===== src/rtl/mem_stage_lsu_pkg.sv =====
// Shared types and constants for the MEM-stage load/store unit.
package mem_stage_lsu_pkg;

  typedef enum logic [1:0] {
    IDLE = 2'b00,
    REQ  = 2'b01,
    RESP = 2'b10,
    DONE = 2'b11
  } lsu_state_t;

  // MEM_Ctrl[1:0] access size; 2'b11 is reserved and behaves as a word.
  localparam logic [1:0] SZ_B = 2'b00;
  localparam logic [1:0] SZ_H = 2'b01;
  localparam logic [1:0] SZ_W = 2'b10;

  // MEM_Ctrl bit selecting zero-extension of sub-word loads.
  localparam int CTRL_UNSIGNED_BIT = 2;

  // Halfwords need an even address; words (and the reserved size) need a
  // word-aligned address; bytes are always aligned.
  function automatic logic is_misaligned(input logic [1:0] size, input logic [1:0] offset);
    logic result;
    case (size)
      SZ_B:    result = 1'b0;
      SZ_H:    result = offset[0];
      default: result = (offset != 2'b00);
    endcase
    return result;
  endfunction

endpackage


===== src/rtl/mem_stage_lsu_if.sv =====
// Data-memory bus between the LSU (master) and the memory (slave).
interface mem_stage_lsu_if;

  logic        dmem_req;
  logic        dmem_we;
  logic [31:0] dmem_addr;
  logic [3:0]  dmem_be;
  logic [31:0] dmem_wdata;
  logic        dmem_gnt;
  logic        dmem_rvalid;
  logic [31:0] dmem_rdata;

  modport master (
    output dmem_req, dmem_we, dmem_addr, dmem_be, dmem_wdata,
    input  dmem_gnt, dmem_rvalid, dmem_rdata
  );

  modport slave (
    input  dmem_req, dmem_we, dmem_addr, dmem_be, dmem_wdata,
    output dmem_gnt, dmem_rvalid, dmem_rdata
  );

endinterface


===== src/rtl/mem_stage_lsu_load_formatter.sv =====
// Combinational load formatter: selects the addressed byte/half of a read
// word and sign- or zero-extends it; words pass through untouched.
module load_formatter
  import mem_stage_lsu_pkg::*;
(
  input  logic [31:0] rdata,
  input  logic [1:0]  offset,
  input  logic [2:0]  ctrl,
  output logic [31:0] load_data
);

  logic [7:0]  byte_sel;
  logic [15:0] half_sel;
  logic        is_unsigned;

  // Lane selection equals rdata >> (8*offset) truncated to the access size.
  always_comb begin
    byte_sel    = rdata[{offset, 3'b000} +: 8];
    half_sel    = offset[1] ? rdata[31:16] : rdata[15:0];
    is_unsigned = ctrl[CTRL_UNSIGNED_BIT];
    case (ctrl[1:0])
      SZ_B:    load_data = is_unsigned ? {24'h000000, byte_sel}
                                       : {{24{byte_sel[7]}}, byte_sel};
      SZ_H:    load_data = is_unsigned ? {16'h0000, half_sel}
                                       : {{16{half_sel[15]}}, half_sel};
      default: load_data = rdata;
    endcase
  end

endmodule


===== src/rtl/mem_stage_lsu.sv =====
// MEM-stage load/store unit: turns EX/MEM load/store requests into a
// req/gnt + rvalid bus transaction, stalling the pipeline while it runs.
module mem_stage_lsu
  import mem_stage_lsu_pkg::*;
(
  input  logic                   clk,
  input  logic                   rst,
  input  logic                   MEMR_in,
  input  logic                   MEMW_in,
  input  logic [3:0]             MEM_Ctrl_in,
  input  logic [31:0]            ALU_in,
  input  logic [31:0]            rs2_in,
  mem_stage_lsu_if.master        dmem,
  output logic [31:0]            load_data,
  output logic                   stall,
  output logic                   misalign
);

  lsu_state_t  state_reg, state_next;

  logic        access;
  logic        misaligned_in;
  logic        start_access;
  logic [1:0]  size_in;
  logic [1:0]  offset_in;
  logic [3:0]  be_in;
  logic [31:0] wdata_in;

  logic [29:0] word_addr_reg;
  logic [1:0]  offset_reg;
  logic [3:0]  be_reg;
  logic [31:0] wdata_reg;
  logic        we_reg;
  logic [2:0]  ctrl_reg;
  logic [31:0] load_data_reg;
  logic [31:0] fmt_data;

  // MEM_Ctrl[3] carries nothing for this unit.
  logic        unused_ctrl_bit;
  assign unused_ctrl_bit = MEM_Ctrl_in[3];

  assign size_in       = MEM_Ctrl_in[1:0];
  assign offset_in     = ALU_in[1:0];
  assign access        = MEMR_in | MEMW_in;
  assign misaligned_in = is_misaligned(size_in, offset_in);
  assign start_access  = (state_reg == IDLE) && access && !misaligned_in;

  // Byte enables and lane-replicated store data for the incoming access.
  always_comb begin
    case (size_in)
      SZ_B: begin
        be_in    = 4'b0001 << offset_in;
        wdata_in = {4{rs2_in[7:0]}};
      end
      SZ_H: begin
        be_in    = 4'b0011 << {offset_in[1], 1'b0};
        wdata_in = {2{rs2_in[15:0]}};
      end
      default: begin
        be_in    = 4'b1111;
        wdata_in = rs2_in;
      end
    endcase
  end

  // State register.
  always_ff @(posedge clk) begin
    if (rst) state_reg <= IDLE;
    else     state_reg <= state_next;
  end

  // Next-state logic; a load wins when both request lines are high.
  always_comb begin
    state_next = state_reg;
    case (state_reg)
      IDLE: if (start_access)     state_next = REQ;
      REQ:  if (dmem.dmem_gnt)    state_next = we_reg ? DONE : RESP;
      RESP: if (dmem.dmem_rvalid) state_next = DONE;
      DONE:                       state_next = IDLE;
      default:                    state_next = IDLE;
    endcase
  end

  // Control outputs; forced low while reset is applied.
  always_comb begin
    stall         = 1'b0;
    misalign      = 1'b0;
    dmem.dmem_req = 1'b0;
    if (!rst) begin
      case (state_reg)
        IDLE: begin
          stall    = start_access;
          misalign = access && misaligned_in;
        end
        REQ: begin
          stall         = 1'b1;
          dmem.dmem_req = 1'b1;
        end
        RESP:    stall = 1'b1;
        default: stall = 1'b0;
      endcase
    end
  end

  // Capture the access on entry and the formatted read data on response.
  always_ff @(posedge clk) begin
    if (rst) begin
      word_addr_reg <= '0;
      offset_reg    <= '0;
      be_reg        <= '0;
      wdata_reg     <= '0;
      we_reg        <= 1'b0;
      ctrl_reg      <= '0;
      load_data_reg <= '0;
    end else begin
      if (start_access) begin
        word_addr_reg <= ALU_in[31:2];
        offset_reg    <= offset_in;
        be_reg        <= be_in;
        wdata_reg     <= wdata_in;
        we_reg        <= MEMW_in && !MEMR_in;
        ctrl_reg      <= MEM_Ctrl_in[2:0];
      end
      if ((state_reg == RESP) && dmem.dmem_rvalid) begin
        load_data_reg <= fmt_data;
      end
    end
  end

  load_formatter u_load_formatter (
    .rdata     (dmem.dmem_rdata),
    .offset    (offset_reg),
    .ctrl      (ctrl_reg),
    .load_data (fmt_data)
  );

  assign dmem.dmem_addr  = {word_addr_reg, 2'b00};
  assign dmem.dmem_be    = be_reg;
  assign dmem.dmem_wdata = wdata_reg;
  assign dmem.dmem_we    = dmem.dmem_req & we_reg;
  assign load_data       = load_data_reg;

endmodule


===== src/flat_wrapper.sv =====
// flat-port wrapper written by rule: the top's interface ports become plain ports
module mem_stage_lsu_flat import mem_stage_lsu_pkg::*;
  (clk, rst, MEMR_in, MEMW_in, MEM_Ctrl_in, ALU_in, rs2_in, load_data, stall, misalign, dmem_dmem_req, dmem_dmem_we, dmem_dmem_addr, dmem_dmem_be, dmem_dmem_wdata, dmem_dmem_gnt, dmem_dmem_rvalid, dmem_dmem_rdata);
  mem_stage_lsu_if dmem_i ();
  input  logic clk;
  input  logic rst;
  input  logic MEMR_in;
  input  logic MEMW_in;
  input  logic [3:0] MEM_Ctrl_in;
  input  logic [31:0] ALU_in;
  input  logic [31:0] rs2_in;
  output logic [31:0] load_data;
  output logic stall;
  output logic misalign;
  output wire logic [$bits(dmem_i.dmem_req)-1:0] dmem_dmem_req;
  output wire logic [$bits(dmem_i.dmem_we)-1:0] dmem_dmem_we;
  output wire logic [$bits(dmem_i.dmem_addr)-1:0] dmem_dmem_addr;
  output wire logic [$bits(dmem_i.dmem_be)-1:0] dmem_dmem_be;
  output wire logic [$bits(dmem_i.dmem_wdata)-1:0] dmem_dmem_wdata;
  input wire logic [$bits(dmem_i.dmem_gnt)-1:0] dmem_dmem_gnt;
  input wire logic [$bits(dmem_i.dmem_rvalid)-1:0] dmem_dmem_rvalid;
  input wire logic [$bits(dmem_i.dmem_rdata)-1:0] dmem_dmem_rdata;
  assign dmem_dmem_req = dmem_i.dmem_req;
  assign dmem_dmem_we = dmem_i.dmem_we;
  assign dmem_dmem_addr = dmem_i.dmem_addr;
  assign dmem_dmem_be = dmem_i.dmem_be;
  assign dmem_dmem_wdata = dmem_i.dmem_wdata;
  assign dmem_i.dmem_gnt = dmem_dmem_gnt;
  assign dmem_i.dmem_rvalid = dmem_dmem_rvalid;
  assign dmem_i.dmem_rdata = dmem_dmem_rdata;
  mem_stage_lsu u_core (.clk(clk), .rst(rst), .MEMR_in(MEMR_in), .MEMW_in(MEMW_in), .MEM_Ctrl_in(MEM_Ctrl_in), .ALU_in(ALU_in), .rs2_in(rs2_in), .dmem(dmem_i), .load_data(load_data), .stall(stall), .misalign(misalign));
endmodule

===== config.mk =====
export PLATFORM = sky130hd
export DESIGN_NAME = mem_stage_lsu_flat
export DESIGN_NICKNAME = d
export VERILOG_FILES = /design/src/rtl/mem_stage_lsu_pkg.sv /design/src/rtl/mem_stage_lsu_if.sv /design/src/rtl/mem_stage_lsu_load_formatter.sv /design/src/rtl/mem_stage_lsu.sv /design/src/flat_wrapper.sv
export SDC_FILE = /design/constraint.sdc
export NUM_CORES = 1
export LEC_CHECK = 0
export CAP_MARGIN = 25
export CORE_MARGIN = 4
export CORE_UTILIZATION = 42
export DETAILED_ROUTE_END_ITERATION = 12
export PLACE_DENSITY_LB_ADDON = 0.3
export REMOVE_ABC_BUFFERS = 1
export SLEW_MARGIN = 10
export SYNTH_ARGS = -nofsm -noshare
export SYNTH_HDL_FRONTEND = slang
export SYNTH_SLANG_ARGS = --single-unit

===== constraint.sdc =====
create_clock -name clk -period 1.8 [get_ports clk]
set_input_delay 0.36 -clock clk [delete_from_list [all_inputs] [get_ports clk]]
set_output_delay 0.36 -clock clk [all_outputs]
set_load 0.02 [all_outputs]

== Yosys cells after proc, flatten, opt, wreduce, memory -nomap -nowiden ==
Index checks and enable logic that the tools add are counted.

* ROM bits: 0
* Bits in latches: 0
* Register bits after elaboration: 106
* Logic and storage cells: 52
* Input bits: 106
* Memories kept: 0
* Output and inout port bits: 104
* Memory bits (writable): 0

* Equality and inequality tests: 8
* Div/mod/pow operators: 0
* Multiply operators: 0
* Multiplexer cells: 18
* Add/sub/neg operators: 0
* Shift operators: 3
* $lt $le $gt $ge: 0
* Reductions and logical operators: 13
* Bitwise operators: 2

{| class="wikitable"
|+ Operator list
! cell !! count
|-
| 32-bit one-hot mux with 2 select lines || 2
|-
| 32-bit 2-to-1 mux || 2
|-
| 32-bit by 6-bit variable part select with 8-bit output || 1
|-
| 16-bit 2-to-1 mux || 1
|-
| 2-bit one-hot mux with 4 select lines || 1
|-
| 4-bit one-hot mux with 2 select lines || 1
|-
| 2-bit by 1-bit == test with 1-bit output, second input constant || 3
|-
| 2-bit zero test || 3
|-
| 1-bit 2-to-1 mux || 6
|-
| 2-bit 2-to-1 mux || 3
|-
| 1-bit logical AND || 5
|-
| 2-bit == test, second input constant || 2
|-
| 2-bit != test, second input constant || 2
|-
| 1-bit one-hot mux with 2 select lines || 2
|-
| 1-bit by 2-bit left shift with 4-bit output, first input constant || 1
|-
| 2-bit by 2-bit left shift with 4-bit output, first input constant || 1
|-
| 3-bit AND reduction || 1
|-
| 1-bit zero test || 2
|-
| 2-bit by 1-bit != test with 1-bit output, second input constant || 1
|-
| 2-bit nonzero test || 1
|-
| 2-bit OR reduction || 1
|-
| 1-bit AND || 1
|-
| 1-bit bitwise OR || 1
|}

== Longest topological paths before layout ==
Gate-level depths: netlist of the first run.

* Depth in word-level cells: 6
* Gate-level depth with buffers: 8
* Mapped depth without buffers: 6

== By module ==
A second synthesis of the first run with hierarchy kept.

* Cell total of the unflattened synthesis: 640
* Area, all modules: 4850.9 um^2

{| class="wikitable"
|+ Modules (own cells, without submodules)
! module !! area an instance (um^2) !! times used !! cells each
|-
| mem_stage_lsu || 4156.5 || 1 || 518
|-
| load_formatter || 694.4 || 1 || 122
|}

== Worst setup path after synthesis of the first run ==
OpenSTA, ideal clock, no wires.

* Kind: reg2out
* Start point: reg u_core.state_reg[0]
* End point: out stall
* Buffers on the path: 1
* Arrival: 1.741 ns
* Slack: -0.301 ns
* Cell stages (with the launch flop): 8
* Cell sequence: dfxtp_1 -> inv_1 -> ha_1 -> inv_1 -> a211oi_4 -> buf_2 -> nor2_1 -> nor3_1

* Longest elaborated chain between the ends: 5
* Elaborated cells between the ends (all ways): 8
* Those cells by class: 2 x eq/ne; 2 x mux; 4 x reduce/logical

{| class="wikitable"
|+ RTL lines
! what !! RTL line !! source
|-
| start: declaration || mem_stage_lsu.sv:19 || <nowiki>lsu_state_t state_reg, state_next;</nowiki>
|-
| start signal: assignment || mem_stage_lsu.sv:69 || <nowiki>else state_reg <= state_next;</nowiki>
|-
| 2-bit zero test || mem_stage_lsu.sv:46, mem_stage_lsu.sv:90 ||
|-
| 1-bit logical AND (2 in series) || mem_stage_lsu.sv:46 || <nowiki>assign start_access = (state_reg == IDLE) && access && !misaligned_in;</nowiki>
|-
| 1-bit one-hot mux with 2 select lines (*) || mem_stage_lsu.sv:90 || <nowiki>case (state_reg)</nowiki>
|-
| 1-bit 2-to-1 mux (*) || mem_stage_lsu.sv:89 || <nowiki>if (!rst) begin</nowiki>
|-
| end: declaration || flat_wrapper.sv:13 || <nowiki>output logic stall;</nowiki>
|}

Every way passes the cells marked *; elsewhere a longest branch is shown, timed or not.

== Worst setup path in the final report of the first run ==
Same ends and word-level chain as after synthesis.

==> results of run 1 <==
[final cells by class]
| class | count | area, µm² | share of cell area [%] |
|---|---|---|---|
| flip-flops and latches | 106 | 2120 | 28.2 |
| inverters | 17 | 66.3 | 0.881 |
| repair buffers | 256 | 2500 | 33.2 |
| clock buffers | 11 | 233 | 3.09 |
| clock inverters | 5 | 55.1 | 0.732 |
| well taps | 140 | 175 | 2.33 |
| multi-input cells | 419 | 2370 | 31.5 |
[through the flow]
stage	power (mW)	hold slack [ns]
after global routing	9.57	0.346
after global placement	6.74	0.442
after floorplan	4.96	0.429
after detailed placement	6.86	0.450
final	9.07	0.342
after CTS	8.96	0.327
[power breakdown]
group | switching, mW | internal, mW | total (mW)
Combinational | 2.14 | 1.91 | 4.05
Sequential | 0.269 | 2.81 | 3.08
Clock | 0.866 | 1.08 | 1.94
Total | 3.27 | 5.79 | 9.07
[worst min-delay path, delay by kind of cell]
kind | cells | cell delay, ns
and+or+nand+nor | 1 | 0.04
buffers and inverters | 2 | 0.25
[synth_stat cells (all sizes together), types with 8 or more instances]
cell | n | area (µm²)
clkbuf | 26 | 97.6
nand2 | 144 | 541
buf | 21 | 108
o21ai | 10 | 50.1
o211ai | 8 | 60.1
mux2i | 23 | 230
nor2 | 52 | 195
inv | 16 | 60.1
a311oi | 12 | 105
a21oi | 70 | 350
dfxtp | 106 | 2120
a211oi | 28 | 223
[final timing paths]
check,to,slack (ns),depth (start not counted)
setup / recovery,stall,-0.07,7
hold / removal,u_core.dmem.dmem_be[0],0.34,3
hold reg to reg,u_core.dmem.dmem_wdata[1],0.45,2
setup reg to reg,u_core.dmem.dmem_wdata[30],0.08,9
[logic make-up (layout without fill, tap and decap cells)]
logic type / after synthesis / after routing / share of synthesized area [%]
buf+inv: 64 / 289 / 5.70
simple gates: 226 / 226 / 19.7
other cells: 1 / 2 / 0.0795
fa+ha+maj: 5 / 5 / 1.33
mux: 25 / 25 / 5.84
flops: 106 / 106 / 45.0
compound gates: 161 / 161 / 22.4
[routing by layer]
metal  global-route usage, %  share of wire, %
met5                       0                 0
met4                    8.79               2.1
met3                    8.86                11
met2                    42.0                49
met1                    27.2                38
[repair_timing]
item	in CTS	in global routing
pin swaps	6	3
buffers inserted	4	1
gates cloned	0	1
gates resized for setup	46	4
endpoints found under the setup margin	74	8
==> summary.md, run 1 <==
| Metric | Value |
|---|---|
| Average size of a mapped cell | `8.02 µm²` |
| Post-Route WL | `16300 µm` |
| CTS root buf | `clkbuf_16` |
| Die X | `114 µm` |
| Fillers | `867` |
| Number of CTS-inserted buffers | `9` |
| Syn. warnings | `0` |
| Initial antenna violation count | `0` |
| Hold WC Path Type | `input port to register` |
| Buffers plus inverters on the worst setup path | `3` |
| WL/cell | `17.1 µm` |
| CTS clk-pin slew, worst paths | `0.07 ns` |
| Final Cell Area | `7520 µm²` |
| Post-Syn Area | `4720 µm²` |
| Seq cells post-synth | `106` |
| Largest net degree at the start of global routing | `90` |
| Netlist cell types | `43` |
| Fmax | `534 MHz` |
| Row count | `38` |
| DRT Pass-1 Iters | `5` |
| Slew @ Worst Pin | `0.617 ns` |
| Max Cap Viol | `0` |
| Worst path slowest cell | `dfxtp_2` |
| Startpoint Class | `register` |
| Failing checks | `setup timing` |
| Die area | `13000 µm²` |
| Most frequent cells in the layout | `clkdlybuf4s50_1 (195), nand2_1 (144), dfxtp_1 (104)` |
| Post-Layout Cell Count | `954` |
| Number of top-level pins | `210` |
| Post-synthesis sequential area ratio | `45.0%` |
| Gr usage total | `24.2%` |
| Slew margin rel. | `58.9%` |
| Count of pins over their slew limit | `0` |
| Critical R2R Launch | `u_core.state_reg[0]` |
| Asr flop ratio synth | `0%` |
| Final GP Congestion | `0.825` |
| CP startpoint | `u_core.state_reg[0]` |
| Peak VDD IR | `0.632 mV` |
| Global-route wire length before repair | `25300 µm` |
| Outcome | `finished with violations` |
| Initial drt markers | `278` |
| DIE HEIGHT | `114 µm` |
| TritonCTS clock tree | `built` |
| Post-Place Worst Slack | `-0.790 ns` |
| Max FO, Critical Path | `3` |
| Vias in the first global route | `5159` |
| Final setup vio count | `2` |
| CORE AREA | `10900 µm²` |
| CTS Sinks | `106` |
| Worst Slack Setup Final | `-0.0724 ns` |
| Area after DPL | `7120 µm²` |
| Crit path DAT | `1.51 ns` |
| Gr ovfl total | `0` |
| Final #Nets | `920` |
| Commonest non-fill, non-tap cell in the layout | `clkdlybuf4s50_1` |
| Tmin final | `1.87 ns` |
| Number of synthesized flops with an enable pin | `0` |
| Mapped Cells | `588` |
| Crit end category | `output port` |
| Worst Hold Launch | `rst` |
| Post-route ant nets | `0` |
| Final Util | `68.8%` |
| Dpl cells | `932` |
| Detailed Place HPWL | `11500 µm` |
| Crit path largest cell delay | `0.33 ns` |
| Ant. Diodes | `0` |
| Initial Util | `43.1%` |
| RSZ-0062 raised after global routing | `yes` |
| Final TNS setup | `-0.131 ns` |
| Hold buffer count at CTS | `0` |
| DR vias/cell | `5.39` |
| Routed via count | `5140` |
| Fin. Hold Viols | `0` |
| Worst-Skew Late Latency | `0.34 ns` |
| Pleak | `2.81 nW` |
| Worst EP required | `1.44 ns` |
| Worst path cell trace | `inv_2 > ha_4 > inv_4 > a211oi_4 > nor2_1 > nor3_1 > buf_4` |
| Pwr dens | `1200 nW/µm²` |
| Area growth from synthesis to layout | `59.5%` |
| H-tree levels | `3` |
| CTS Buffer Depth | `2` |
| Crit Path Class | `register to output port` |
| Worst Skew | `0.00510 ns` |
| Final period utilization | `104%` |
| Layout cells sized above 1 | `10.8%` |
| Delay-heaviest family, CP | `flip-flops` |
| DR DRC count | `0` |
| Most used DFF post-synth | `dfxtp_1` |
| IO Port Bufs | `206` |
No activity file was read; power rests on OpenSTA's default activity.
==> run 2: changes to the inputs <==
CTS_BUF_LIST = sky130_fd_sc_hd__clkbuf_16   (was default)
GPL_ROUTABILITY_DRIVEN = 0   (was default)
SKIP_CTS_REPAIR_TIMING = 1   (was default)
==> run 2 against run 1 <==
Net effect:
- the run still ends with setup timing left
- clock skew is 0.0016 ns higher
- clock power hardly changed
- sequential share of layout area is 0.090 points higher
- wire length is 2.5% lower
- power is 1.9% lower
- register-to-register slack worse by 0.10 ns
- final area is 0.32% lower
- highest routed layer unchanged
==> summary.md, run 2 (synthesis gave the netlist of run 1 again) <==
| Metric | Value |
|---|---|
| Outcome | `finished with violations` |
| Failing checks | `setup timing` |
| DIE HEIGHT | `114 µm` |
| Commonest non-fill, non-tap cell in the layout | `clkdlybuf4s50_1` |
| Layout cells sized above 1 | `10.5%` |
| Slew @ Worst Pin | `0.613 ns` |
| Crit Path Class | `register to output port` |
| Final Power | `8.89 mW` |
| DR DRC count | `0` |
| Hold Crit Endpoint | `u_core.we_reg` |
| Count of pins over their slew limit | `0` |
| WL/cell | `16.8 µm` |
| Max FO, Critical Path | `3` |
| Gr usage total | `23.8%` |
| Final period utilization | `108%` |
| Ant. Diodes | `0` |
| Startpoint Class | `register` |
| Detailed Place HPWL | `11500 µm` |
| DRT Pass-1 Iters | `5` |
| Final Cell Area | `7500 µm²` |
| Gr ovfl total | `0` |
| Initial drt markers | `334` |
| Pleak | `2.83 nW` |
| Final #Nets | `916` |
| M2 GR Usage | `40.6%` |
| CORE AREA | `10900 µm²` |
| Post-Layout Cell Count | `950` |
| Fmax | `515 MHz` |
| Die X | `114 µm` |
| Hold slack | `0.300 ns` |
| Initial Util | `43.1%` |
| Tmin final | `1.94 ns` |
| Worst Skew | `0.00669 ns` |
| Final Util | `68.6%` |
| DR vias/cell | `5.35` |
| Global-route wire length before repair | `24800 µm` |
| Most used routing layer | `met2` |
| Most frequent cells in the layout | `clkdlybuf4s50_1 (195), nand2_1 (144), dfxtp_1 (104)` |
| Number of CTS-inserted buffers | `9` |
| Worst Slack Setup Final | `-0.142 ns` |
| Pwr dens | `1190 nW/µm²` |
| Area after DPL | `7120 µm²` |
| Initial antenna violation count | `0` |
| Post-route ant nets | `0` |
| Critical R2R Launch | `u_core.state_reg[1]` |
| CTS root buf | `clkbuf_16` |
| Worst Hold Launch | `MEMR_in` |
| Post-Route WL | `15900 µm` |
| R2R depth | `7` |
| Final setup vio count | `3` |
| Slew margin rel. | `59.1%` |
| IO Port Bufs | `206` |
| Crit end category | `output port` |
| Crit path DAT | `1.58 ns` |
| Area growth from synthesis to layout | `59.0%` |
| Largest net degree at the start of global routing | `90` |
| Fillers | `868` |
| Die area | `13000 µm²` |
| Setup slack, reg-to-reg | `-0.02 ns` |
| Reg-to-Reg End | `u_core.dmem.dmem_wdata[15]` |
| Max Cap Viol | `0` |
| RSZ-0062 raised after global routing | `yes` |
| CTS Sinks | `106` |
| CTS Buffer Depth | `2` |
| Row count | `38` |
| GR Util met1 | `26.8%` |
| Hold WC Path Type | `input port to register` |
| Routed via count | `5080` |
| Worst-Skew Late Latency | `0.34 ns` |
| Peak VDD IR | `0.669 mV` |
| Worst EP required | `1.44 ns` |
| Number of top-level pins | `210` |
| H-tree levels | `3` |
| Dpl cells | `932` |
| Met3 Use GR | `9.07%` |
| Vias in the first global route | `5111` |
| TritonCTS clock tree | `built` |
| Hold path depth | `2` |
| CTS clk-pin slew, worst paths | `0.07 ns` |
| Fin. Hold Viols | `0` |
run 2: how the worst max path moves through the flow:
stage,from,to,depth (start not counted)
after floorplan,u_core.state_reg[0],stall,6
after global placement,MEM_Ctrl_in[0],misalign,5
after detailed placement,ALU_in[0],stall,6
after CTS,ALU_in[0],stall,6
after global routing,u_core.state_reg[0],stall,7
final,u_core.state_reg[1],stall,7
run 2: power by group:
| part | leakage [nW] | switching [mW] | total (mW) | internal, mW |
|---|---|---|---|---|
| sequential | 0.867 | 0.266 | 3.07 | 2.81 |
| combinational | 1.82 | 2.09 | 3.89 | 1.80 |
| clock | 0.144 | 0.865 | 1.93 | 1.06 |
| total | 2.83 | 3.22 | 8.89 | 5.67 |
run 2: routing by layer:
layer / share of wire (%) / up-vias / routed length (µm)
li1: - / 2469 / -
met1: 38 / 2374 / 6080
met2: 49 / 216 / 7890
met3: 10 / 21 / 1660
met4: 1.9 / 0 / 308
met5: 0 / - / 0
run 2: layout make-up:
| cell class | count | area (µm²) | area share (%) |
|---|---|---|---|
| clock buffer | 9 | 225 | 3.00 |
| clock inverter | 7 | 62.6 | 0.834 |
| inverter | 17 | 66.3 | 0.884 |
| multi-input combinational | 419 | 2390 | 31.8 |
| sequential | 106 | 2120 | 28.3 |
| tap | 140 | 175 | 2.34 |
| timing repair buffer | 252 | 2460 | 32.8 |
run 2: stage by stage:
step	setup WS (ns)	TNS [ns]
floorplan	-1.57	-79.86
global route	-0.230	-2.44
finish	-0.142	-0.163
CTS	-0.797	-24.93
global placement	-0.786	-44.68
detailed placement	-0.790	-51.55
run 2: critical path, cell delays in order, from the launching register on:
cell and delay [ns]:
dfxtp_2 0.33, inv_2 0.08, ha_4 0.16, inv_4 0.05, a211oi_4 0.18, nor2_1 0.07
nor3_1 0.19, buf_4 0.17
==> run 3: changes to the inputs <==
CORE_UTILIZATION = 45   (was 42)
GPL_TIMING_DRIVEN = 0   (was default)
SETUP_SLACK_MARGIN = 0.3   (was default)
clock period = 2.4 ns   (was 1.8 ns; I/O delays follow)
==> run 3 against run 2 <==
Net effect:
- the flow now finishes without violations
- worst hold slack better by 0.15 ns
- setup slack improved by 0.19 ns
- clock skew hardly changed
- count of clock-buffer cells in the layout is the same
- cell count is 2.9% lower
- die area fell by 6.2%
- sequential power down 23%
- wire length fell by 3.8%
- clock power down 34%
- largest cell class is now multi-input combinational cells
- largest power group unchanged
==> summary.md, run 3 (synthesis gave the netlist of run 1 again) <==
| Metric | Value |
|---|---|
| Outcome | `completed` |
| DIE HEIGHT | `110 µm` |
| Detailed Place HPWL | `10800 µm` |
| Final setup vio count | `0` |
| Final Power | `6.61 mW` |
| Max Cap Viol | `0` |
| Worst-Skew Late Latency | `0.34 ns` |
| Fin. Hold Viols | `0` |
| DR vias/cell | `5.41` |
| CORE AREA | `10300 µm²` |
| Initial antenna violation count | `0` |
| DR WL met2 | `7560 µm` |
| Pwr dens | `900 nW/µm²` |
| Largest net degree at the start of global routing | `70` |
| Top Metal Used | `met4` |
| Tmin final | `2.35 ns` |
| Worst EP required | `1.92 ns` |
| Combinational share of power | `45.3%` |
| Area growth from synthesis to layout | `55.8%` |
| Crit end category | `output port` |
| Internal Power | `4.21 mW` |
| Gr ovfl total | `0` |
| Max FO, Critical Path | `4` |
| Peak VDD IR | `0.522 mV` |
| Final period utilization | `97.8%` |
| CTS Buffer Depth | `2` |
| Worst Slack Setup Final | `0.0516 ns` |
| Slew margin rel. | `45.6%` |
| Gr usage total | `23.6%` |
| Fmax | `426 MHz` |
| Post-Route WL | `15300 µm` |
| Crit Path Class | `register to output port` |
| Worst Skew | `0.00704 ns` |
| Routed via count | `4986` |
| Crit path DAT | `1.87 ns` |
| DRT met1 WL | `5820 µm` |
| DR DRC count | `0` |
| Hold slack | `0.451 ns` |
| Ant. Diodes | `0` |
| Hold Crit Endpoint | `u_core.word_addr_reg[5]` |
| DRT Pass-1 Iters | `4` |
| Final #Nets | `896` |
| Net Sw Power | `2.40 mW` |
| Clock share of power | `19.2%` |
| Startpoint Class | `register` |
| Final Util | `71.5%` |
| Row count | `37` |
| WL/cell | `16.6 µm` |
| CTS Sinks | `106` |
| Die X | `110 µm` |
| Number of top-level pins | `210` |
| H-tree levels | `3` |
| Setup slack, reg-to-reg | `0.41 ns` |
| Post-Place Worst Slack | `-1.75 ns` |
| Worst Hold Launch | `u_core.word_addr_reg[5]` |
| Most frequent cells in the layout | `clkdlybuf4s50_1 (195), nand2_1 (143), dfxtp_1 (103)` |
| Commonest non-fill, non-tap cell in the layout | `clkdlybuf4s50_1` |
| Fillers | `790` |
| Metal3 WL | `1610 µm` |
| Number of CTS-inserted buffers | `9` |
| Initial drt markers | `221` |
| CTS root buf | `clkbuf_16` |
| Global-route wire length before repair | `22600 µm` |
| Hold WC Path Type | `register to register` |
| Initial Util | `45.9%` |
| Flop pwr share | `35.5%` |
| Vias in the first global route | `4629` |
| Switch share | `36.3%` |
| Hold path depth | `2` |
| Pleak | `2.73 nW` |
| RSZ-0062 raised after global routing | `yes` |
| Critical R2R Launch | `u_core.offset_reg[1]` |
| Reg-to-Reg End | `u_core.load_data[8]` |
| IO Port Bufs | `206` |
| Count of pins over their slew limit | `0` |
| CTS clk-pin slew, worst paths | `0.06 ns` |
| Post-route ant nets | `0` |
| Slew @ Worst Pin | `0.815 ns` |
| TritonCTS clock tree | `built` |
| Layout cells sized above 1 | `8.14%` |
| R2R depth | `3` |
| Die area | `12200 µm²` |
-- run 3: stage by stage --
step | std cells | instance area (µm²) | setup TNS, ns
6_report | 922 | 7350 | 0
5_1_grt | 922 | 7350 | -0.0439
4_1_cts | 903 | 7120 | -35.56
3_5_place_dp | 891 | 6880 | -62.95
3_3_place_gp | 884 | 6750 | -237.95
2_1_floorplan | 542 | 4520 | -35.64
-- run 3: how the worst max path moves through the flow --
| stage | cells after the start | slack (ns) | to | from |
|---|---|---|---|---|
| floorplan | 4 | -1.17 | stall | ALU_in[1] |
| global placement | 6 | -3.39 | stall | MEM_Ctrl_in[1] |
| detailed placement | 7 | -1.75 | stall | MEM_Ctrl_in[0] |
| CTS | 7 | -1.77 | stall | MEM_Ctrl_in[0] |
| global route | 8 | -0.04 | stall | u_core.state_reg[1] |
| finish | 8 | 0.05 | stall | u_core.state_reg[1] |
-- run 3: critical path, stage by stage, from the launching register on --
cell and delay [ns]:
dfxtp_4 0.36, inv_4 0.07, ha_4 0.17, clkinvlp_4 0.12, a211oi_4 0.27, clkbuf_16 0.20
nor2_4 0.03, nor3_2 0.14, buf_4 0.17
-- run 3: final cells by class --
cell class	instances	area [µm²]	share of cell area [%]
multi-input cells	420	2400	32.7
repair buffers	231	2340	31.8
flip-flops and latches	106	2130	29.0
clock buffers	9	225	3.07
well taps	136	170	2.32
inverters	17	72.6	0.988
clock inverters	3	12.5	0.170
-- run 3: power groups by stage --
stage | Combinational, mW | Sequential (mW) | Clock, mW
after floorplan | 1.00 | 2.72 | 0
after global placement | 2.49 | 2.36 | 0
after detailed placement | 2.65 | 2.38 | 0
after CTS | 2.67 | 2.34 | 1.30
after global routing | 3.22 | 2.39 | 1.37
final | 3.00 | 2.35 | 1.27
-- run 3: layer usage --
layer	up-vias	global-route usage (%)
li1	2427	-
met1	2313	26.3
met2	220	41.4
met3	26	8.74
met4	0	7.92
met5	-	0
